$ cat src/rtl/mac_pkg.sv
// Shared defaults, identifier width and pipeline record for the multiply-add arbiter.
package mac_pkg;

  localparam int DEF_W     = 8;
  localparam int DEF_N_REQ = 4;
  localparam int ID_W      = $clog2(DEF_N_REQ);

  // Stage-1 record at default widths: full-precision A*B + C plus sideband.
  typedef struct packed {
    logic              vld;
    logic [ID_W-1:0]   id;
    logic [2*DEF_W:0]  val;
  } stage_t;

  function automatic int wrap_idx(input int base, input int off, input int n);
    return (base + off) % n;
  endfunction

endpackage

$ cat src/rtl/mac_pipe.sv
// Two-stage multiply-add: stage 1 holds exact A*B+C, stage 2 truncates and flags overflow.
// Latency 2 cycles, one result per cycle, no back-pressure; output fields hold while invalid.
module mac_pipe
  import mac_pkg::*;
#(
  parameter int W    = DEF_W,
  parameter int ID_W = mac_pkg::ID_W
) (
  input  logic            clk,
  input  logic            rst,
  input  logic            in_vld_i,
  input  logic [ID_W-1:0] in_id_i,
  input  logic [W-1:0]    in_a_i,
  input  logic [W-1:0]    in_b_i,
  input  logic [W-1:0]    in_c_i,
  output logic            out_vld_o,
  output logic [ID_W-1:0] out_id_o,
  output logic [W-1:0]    out_data_o,
  output logic            out_ovf_o
);

  localparam int FW = 2*W + 1;

  typedef struct packed {
    logic            vld;
    logic [ID_W-1:0] id;
    logic [FW-1:0]   val;
  } s1_t;

  typedef struct packed {
    logic            vld;
    logic [ID_W-1:0] id;
    logic [W-1:0]    data;
    logic            ovf;
  } s2_t;

  s1_t s1_q, s1_d;
  s2_t s2_q, s2_d;

  always_comb begin
    s1_d     = s1_q;
    s1_d.vld = in_vld_i;
    if (in_vld_i) begin
      s1_d.id  = in_id_i;
      s1_d.val = FW'(in_a_i) * FW'(in_b_i) + FW'(in_c_i);
    end

    // Data fields only move with a valid record so the outputs keep their last result.
    s2_d     = s2_q;
    s2_d.vld = s1_q.vld;
    if (s1_q.vld) begin
      s2_d.id   = s1_q.id;
      s2_d.data = s1_q.val[W-1:0];
      s2_d.ovf  = |s1_q.val[FW-1:W];
    end
  end

  always_ff @(posedge clk or posedge rst) begin
    if (rst) begin
      s1_q <= '0;
      s2_q <= '0;
    end else begin
      s1_q <= s1_d;
      s2_q <= s2_d;
    end
  end

  assign out_vld_o  = s2_q.vld;
  assign out_id_o   = s2_q.id;
  assign out_data_o = s2_q.data;
  assign out_ovf_o  = s2_q.ovf;

endmodule

$ cat src/rtl/mac_arbiter.sv
// Round-robin arbiter feeding a 2-stage multiply-add; result appears 2 cycles after transfer.
// Grant is combinational and forced off by hold or reset; responses are never back-pressured.
module mac_arbiter
  import mac_pkg::*;
#(
  parameter int N_REQ = DEF_N_REQ,
  parameter int W     = DEF_W
) (
  input  logic                        clk,
  input  logic                        rst,
  input  logic                        hold,
  input  logic [N_REQ-1:0]            req_valid,
  input  logic [N_REQ-1:0][W-1:0]     req_a,
  input  logic [N_REQ-1:0][W-1:0]     req_b,
  input  logic [N_REQ-1:0][W-1:0]     req_c,
  output logic [N_REQ-1:0]            req_ready,
  output logic                        resp_valid,
  output logic [$clog2(N_REQ)-1:0]    resp_id,
  output logic [W-1:0]                resp_data,
  output logic                        resp_ovf
);

  localparam int IW = $clog2(N_REQ);

  logic [IW-1:0] last_grant_q, last_grant_d;
  logic [IW-1:0] gnt_id;
  logic [IW-1:0] cand;
  logic          gnt_any;
  logic          xfer;
  logic [W-1:0]  op_a, op_b, op_c;

  // Search begins one past the previous winner and wraps, so every requester gets a turn.
  always_comb begin
    req_ready = '0;
    gnt_id    = '0;
    gnt_any   = 1'b0;
    cand      = '0;
    if (!rst && !hold) begin
      for (int k = 1; k <= N_REQ; k++) begin
        cand = IW'(wrap_idx(int'(last_grant_q), k, N_REQ));
        if (!gnt_any && req_valid[cand]) begin
          gnt_any = 1'b1;
          gnt_id  = cand;
        end
      end
      req_ready[gnt_id] = gnt_any;
    end
  end

  assign xfer         = |(req_valid & req_ready);
  assign last_grant_d = xfer ? gnt_id : last_grant_q;

  always_ff @(posedge clk or posedge rst) begin
    if (rst) begin
      last_grant_q <= IW'(N_REQ - 1);
    end else begin
      last_grant_q <= last_grant_d;
    end
  end

  assign op_a = req_a[gnt_id];
  assign op_b = req_b[gnt_id];
  assign op_c = req_c[gnt_id];

  mac_pipe #(
    .W    (W),
    .ID_W (IW)
  ) u_pipe (
    .clk        (clk),
    .rst        (rst),
    .in_vld_i   (xfer),
    .in_id_i    (gnt_id),
    .in_a_i     (op_a),
    .in_b_i     (op_b),
    .in_c_i     (op_c),
    .out_vld_o  (resp_valid),
    .out_id_o   (resp_id),
    .out_data_o (resp_data),
    .out_ovf_o  (resp_ovf)
  );

endmodule

$ cat config.mk
export PLATFORM = sky130hd
export DESIGN_NAME = mac_arbiter
export DESIGN_NICKNAME = d
export VERILOG_FILES = /design/src/rtl/mac_pkg.sv /design/src/rtl/mac_pipe.sv /design/src/rtl/mac_arbiter.sv
export SDC_FILE = /design/constraint.sdc
export NUM_CORES = 1
export LEC_CHECK = 0
export ABC_AREA = 1
export BUFFER_PORTS_ARGS = -buffer_cell sky130_fd_sc_hd__buf_2
export CAP_MARGIN = 15
export CORE_MARGIN = 2
export CORE_UTILIZATION = 40
export CTS_BUF_LIST = sky130_fd_sc_hd__clkbuf_8
export DETAILED_ROUTE_END_ITERATION = 10
export SYNTH_ARGS = -nofsm -noshare
export SYNTH_HDL_FRONTEND = slang
export SYNTH_SLANG_ARGS = --single-unit
$ cat constraint.sdc
create_clock -name clk -period 6.6 [get_ports clk]
set_clock_uncertainty 0.05 [all_clocks]
set_input_delay 0.33 -clock clk [delete_from_list [all_inputs] [get_ports clk]]
set_output_delay 0.33 -clock clk [all_outputs]
set_load 0.01 [all_outputs]
==> results.cfg, run 1 <==
[setup_path]
critPathLaunch = last_grant_q[0]$_DFFE_PP1P_
reg2reg_from = last_grant_q[0]$_DFFE_PP1P_
start_kind = flip-flop
worstPathArrival_ns = 6.32
critPathCaptureType = flip-flop
cp.required_ns = 6.72
reg2reg_to = u_pipe.s1_q[13]$_DFFE_PP0P_
criticalPathCategory = reg -> reg
cpPeakStageDelay_ns = 0.60
critPathSlowestCell = dfstp_2
cp-endpoint = u_pipe.s1_q[13]$_DFFE_PP0P_
path_max_fanout = 27
worstRegToRegCells = 32
r2r_setup_slack_ns = 0.40
cpMostUsedCell = nand2_1

[logic_synthesis]
synth_area_um2 = 4780
syn_area_per_cell_um2 = 6.83
yosysWarningCount = 0
synth_edf_count = 0
ys.flop_type = dfrtp_1
synth_fp_nets = 886
syn_inst = 699
ys_seq_elements = 34
synthDistinctLibCells = 33
ys_seq_area_frac = 0.179
synthArstFlopShare = 1.00

[routing]
vias = 4670
drc_errors = 0
final_antenna_net_count = 0
detail_route.wl_per_cell_um = 12.6
drt-initial-drc-count = 278
drt-total-wl_mm = 12.0
dr.pass1.iters = 5
vias_per_cell = 4.91

[place]
gp_congestion = 0.872
pre_cts_ws_ns = 0.342
hpwl_mm = 9.89
placed_area_um2 = 5470
port-buffer-count = 118

[final_layout]
drive_above_1_share = 0.190
mostFrequentLayoutCells = nand2_1 (241), buf_2 (118), inv_1 (99)
diodes = 0
syn_to_final_growth_pct = 17.3
design_area_um2 = 5600
fin_nets = 995
layout_commonest_cell = nand2_1

[cts]
clockRootBuffer = clkbuf_8
cts_buffers = 5
clockBufferDepth = 2
cts_tree = built
holdBufCountCts = 0
post_cts_buffers = 0
ctsHtreeMaxLevel = 2
clkTransAtPathRegs_ns = 0.07
clk_latency_ns = 0.28
cts_resized = 0
clock_sinks = 34

[floorplan]
die_x_um = 113
die_h_um = 113
coreArea_um2 = 11500
start_util = 0.415
placementRows = 39
ios = 119
dieArea_um2 = 12800

[sta]
finalSetupViolCount = 0
fin_crit_sh = 0.939
slew-limit-headroom = 0.596
hold-worst-slack_ns = 0.104
maxSlewViolCount = 0
setup_ws_ns = 0.405
worst_pin_slew_ns = 0.604
tns_ns = 0
rsz0062_at_grt = no
finalHoldViolCount = 0
layout_min_cycle_time_ns = 6.20
fmax_mhz = 161

[grt]
grt_pass1_wl_mm = 21.1
grt_max_degree = 48
grt_usage = 0.196
antenna_found_initial = 0
grt_pass1_vias = 4729
grt_overflow = 0

[min_path]
worstHoldPathType = in -> async

[run]
maxCapViolations = 0

[status]
status = finished, final reports clean
==> critical path: cells and delay by family, from the launching register on <==
family,cells,cell delay [ns]
and+or+nand+nor,17,1.67
AOI/OAI and AO/OA,3,0.52
xor gates and xnor gates,1,0.15
adders and majority gates,5,2.40
buffers and inverters,6,0.67
DFF,1,0.60
==> layout make-up <==
class	count	area, um^2
Inverter	104	390
Timing Repair Buffer	127	666
Sequential cell	34	853
Tap cell	143	179
Fill cell	1205	5910
Clock buffer	8	110
Multi-Input combinational cell	536	3410
==> sequential cells by signal (all words and copies together) (netlist names) <==
register	count
u_pipe.s1_q	20
u_pipe.out_data_o	8
last_grant_q	2
u_pipe.out_id_o	2
u_pipe.out_ovf_o	1
u_pipe.out_vld_o	1
==> cells in the mapped netlist (all sizes together), types with 3 or more instances <==
library cell  count  area share
o21ai            12       0.013
nand3            85       0.089
xor2              9       0.017
nand2           245        0.20
o211ai            7       0.013
inv             104       0.082
buf              22       0.028
nor4              3      0.0039
ha               40        0.10
xnor2             3      0.0055
a21oi            12       0.013
a21o              3      0.0047
clkbuf            3      0.0024
dfrtp            32        0.17
nor2             64       0.051
fa               44        0.18
==> routing by layer <==
metal | track usage | share of wire | up-vias
li1 | - | - | 2380
met1 | 0.250 | 0.44 | 2132
met2 | 0.364 | 0.50 | 142
met3 | 0.0134 | 0.045 | 16
met4 | 0.0439 | 0.018 | 0
met5 | 0 | 0 | -
==> cell families (layout without fill, tap and decap cells) <==
family,Yosys count,after routing,share of synthesized area
AND/OR/NAND/NOR,400,400,0.345
AO/OA/AOI/OAI,40,40,0.0526
XOR/XNOR,12,12,0.0220
flip-flops,34,34,0.179
buffers and inverters,129,239,0.112
adder cells (fa/ha/maj),84,84,0.289
==> worst min-delay path by stage <==
stage                                                start                          endpoint  cells past startpoint  slack [ns]
after CTS                                              rst        u_pipe.s1_q[5]$_DFFE_PP0P_                      3        0.12
after floorplan                  u_pipe.s1_q[19]$_DFF_PP0_        u_pipe.out_vld_o$_DFF_PP0_                      0        0.34
after global placement    u_pipe.out_data_o[5]$_DFFE_PP0P_  u_pipe.out_data_o[5]$_DFFE_PP0P_                      2        0.40
after detailed placement  u_pipe.out_data_o[0]$_DFFE_PP0P_  u_pipe.out_data_o[0]$_DFFE_PP0P_                      2        0.40
after global routing                                   rst        u_pipe.s1_q[0]$_DFFE_PP0P_                      3        0.16
final                                                  rst        u_pipe.s1_q[0]$_DFFE_PP0P_                      3        0.10
==> metrics by stage <==
step / instances / util
3_3_place_gp: 944 / 0.475
5_1_grt: 952 / 0.487
6_report: 952 / 0.487
3_5_place_dp: 944 / 0.475
4_1_cts: 952 / 0.485
2_1_floorplan: 699 / -
Power of run 1 is not shown: default switching activity piles up to over one toggle a cycle in this logic, so the estimate is an artifact.
==> run 2: changes to the inputs <==
ABC_AREA = unset   (was 1)
==> run 2 against run 1 <==
  * Non-clock buffer count grew 28
  * Cell area grew 14%
  * Count of clock-buffer cells in the layout shrank 2
  * Worst hold slack lost 0.0091 ns
  * Via count grew 7.5%
  * Routed wire length grew 35%
  * Final cell count shrank 6.3%
  * Register-to-register slack lost 0.05 ns
  * Synthesized cell count shrank 16%
  * Critical path type unchanged
  * Largest cell class unchanged
==> results.cfg, run 2 <==
[sta]
fin_crit_sh = 0.946
tns_ns = 0
finalHoldViolCount = 0
finalSetupViolCount = 0
setup_ws_ns = 0.357
worst_pin_slew_ns = 0.698
layout_min_cycle_time_ns = 6.24
maxSlewViolCount = 0
rsz0062_at_grt = no
fmax_mhz = 160
slew-limit-headroom = 0.532

[final_layout]
fin_nets = 902
layout_commonest_cell = buf_2
syn_to_final_growth_pct = 18.8
mostFrequentLayoutCells = buf_2 (118), inv_1 (60), fa_1 (44)
regMostFlops = u_pipe.s1_q
design_area_um2 = 6380
drive_above_1_share = 0.316
largest_reg_flops = 20
fin_cells = 892
diodes = 0

[cts]
clockBufferDepth = 2
cts_tree = built
clkTransAtPathRegs_ns = 0.08
holdBufCountCts = 0
clk_latency_ns = 0.30
clockRootBuffer = clkbuf_8
clock_sinks = 34
cts_buffers = 5
ctsHtreeMaxLevel = 2

[logic_synthesis]
synth_top_cell_area_share = 0.164
synth_fp_nets = 776
yosys.area.top_type = fa_1
ys.flop_type = dfrtp_1
syn_area_per_cell_um2 = 9.12
synthDistinctLibCells = 62
syn_inst = 589
synthTopCellsByArea = fa_1 (16%), dfrtp_1 (15%), ha_1 (9.3%)
synthArstFlopShare = 1.00
synth_area_um2 = 5370
synth_edf_count = 0
ys_seq_elements = 34
ys_seq_area_frac = 0.159
yosysWarningCount = 0
synthTopCellsByCount = inv_1 (60), a211oi_1 (44), fa_1 (44)
synth.most_common_cell = inv_1

[floorplan]
start_util = 0.407
coreArea_um2 = 13200
die_h_um = 120
placementRows = 42
dieArea_um2 = 14400
ios = 119
die_x_um = 120

[setup_path]
cpPeakStageDelay_ns = 0.60
worstPathArrival_ns = 6.38
cpMostUsedCell = fa_1
path_max_fanout = 31
critPathSlowestCell = nor3_2
crit_buf_inv = 3
criticalPathCategory = reg -> reg
reg2reg_from = last_grant_q[0]$_DFFE_PP1P_
start_kind = flip-flop
critPathCaptureType = flip-flop
crit_family = adder cells
cp.required_ns = 6.73
crit_chain = or3b_1 > o221a_4 > o41ai_4 > buf_4 > and2_2 > nor3_2 > a211oi_1 > fa_1 > fa_1 > fa_1 > inv_1 > fa_1 > inv_1 > ha_1 > o21ai_0 > a21boi_1 > nor2_1 > o311a_1 > o41ai_1
critPathLaunch = last_grant_q[0]$_DFFE_PP1P_

[grt]
antenna_found_initial = 0
grt_overflow = 0
grt_max_degree = 35
grt_usage = 0.231
grt_pass1_wl_mm = 26.3
grt_pass1_vias = 5048

[routing]
vias_per_cell = 5.63
dr.pass1.iters = 6
detail_route.wl_per_cell_um = 18.2
vias = 5018
drt-initial-drc-count = 253
final_antenna_net_count = 0
drc_errors = 0
drt-total-wl_mm = 16.2

[power_and_ir_drop]
power.total_mw = 2.03
max-vdd-ir-drop_uv = 181
leakagePower_nw = 3.01
cellPowerDensity_nw_per_um2 = 318

[status]
status = finished, final reports clean

[place]
pre_cts_ws_ns = 0.189
gp_congestion = 0.862
dp.cells = 882
port-buffer-count = 118
placed_area_um2 = 6230
hpwl_mm = 13.2

[run]
maxCapViolations = 0

[min_path]
worstHoldPathType = in -> async
==> run 2: cell types whose count changed after synthesis, sizes merged, moves of 19 or more <==
cell | previous run | this run
a211oi | 0 | 44
inv | 104 | 61
mux2 | 0 | 19
mux2i | 0 | 25
nand2 | 245 | 40
nand3 | 85 | 29
nor2 | 64 | 18
nor3 | 0 | 20
o22ai | 2 | 42
==> run 2: cell families after synthesis <==
group           share of synthesized area
compound gates                      0.240
simple gates                        0.146
buf+inv                            0.0881
fa+ha+maj                           0.257
mux                                0.0913
flops                               0.159
xor+xnor                           0.0179
==> run 2: final timing paths <==
path,end,cells past startpoint,slack (ns)
max in group asynchronous,last_grant_q[0]$_DFFE_PP1P_,3,6.08
min reg2reg,u_pipe.s1_q[3]$_DFFE_PP0P_,2,0.42
max reg2reg,u_pipe.s1_q[13]$_DFFE_PP0P_,19,0.36
min,u_pipe.s1_q[18]$_DFFE_PP0P_,3,0.1
min in group clk,u_pipe.s1_q[3]$_DFFE_PP0P_,2,0.42
max,u_pipe.s1_q[13]$_DFFE_PP0P_,19,0.36
==> run 2: where the power goes <==
part	internal [mW]	switching, mW	leakage, nW	total [mW]
Combinational	0.670	0.866	2.54	1.54
Sequential	0.290	0.0419	0.420	0.332
Clock	0.0837	0.0766	0.0472	0.160
==> run 2: metal layers <==
| metal | part of all wire | track usage |
|---|---|---|
| met1 | 0.46 | 0.318 |
| met3 | 0.055 | 0.0185 |
| met2 | 0.47 | 0.391 |
| met4 | 0.017 | 0.0618 |
| met5 | 0 | 0 |
==> run 2: cell type report <==
type,instances,area [um^2]
fill,1325,6810
multi-input combinational,458,4100
clock buffer,6,82.6
clock inverter,2,12.5
sequential,34,853
tap,176,220
inverter,61,231
timing repair buffer,155,881
==> run 2: per-stage QoR <==
stage | util | hold slack (ns)
final | 0.484 | 0.0951
after global routing | 0.484 | 0.143
after CTS | 0.480 | 0.107
after detailed placement | 0.472 | 0.415
after global placement | 0.472 | 0.403
after floorplan | - | 0.357
==> run 2: worst register-to-register path, stage by stage (launching register included) <==
cell and delay [ns]:
dfstp_2 0.59, or3b_1 0.16, o221a_4 0.41, o41ai_4 0.09, buf_4 0.19, and2_2 0.29
nor3_2 0.60, a211oi_1 0.14, fa_1 0.53, fa_1 0.44, fa_1 0.54, inv_1 0.05
fa_1 0.52, inv_1 0.04, ha_1 0.31, o21ai_0 0.13, a21boi_1 0.22, nor2_1 0.11
o311a_1 0.36, o41ai_1 0.35
==> run 2: repair_timing <==
item	4_1_cts	5_1_grt
buffers inserted	0	2
endpoints found under the hold margin	0	0
gates resized for setup	0	17
setup endpoints to repair	0	5
Note: power is estimated with default switching activity, not from simulation.
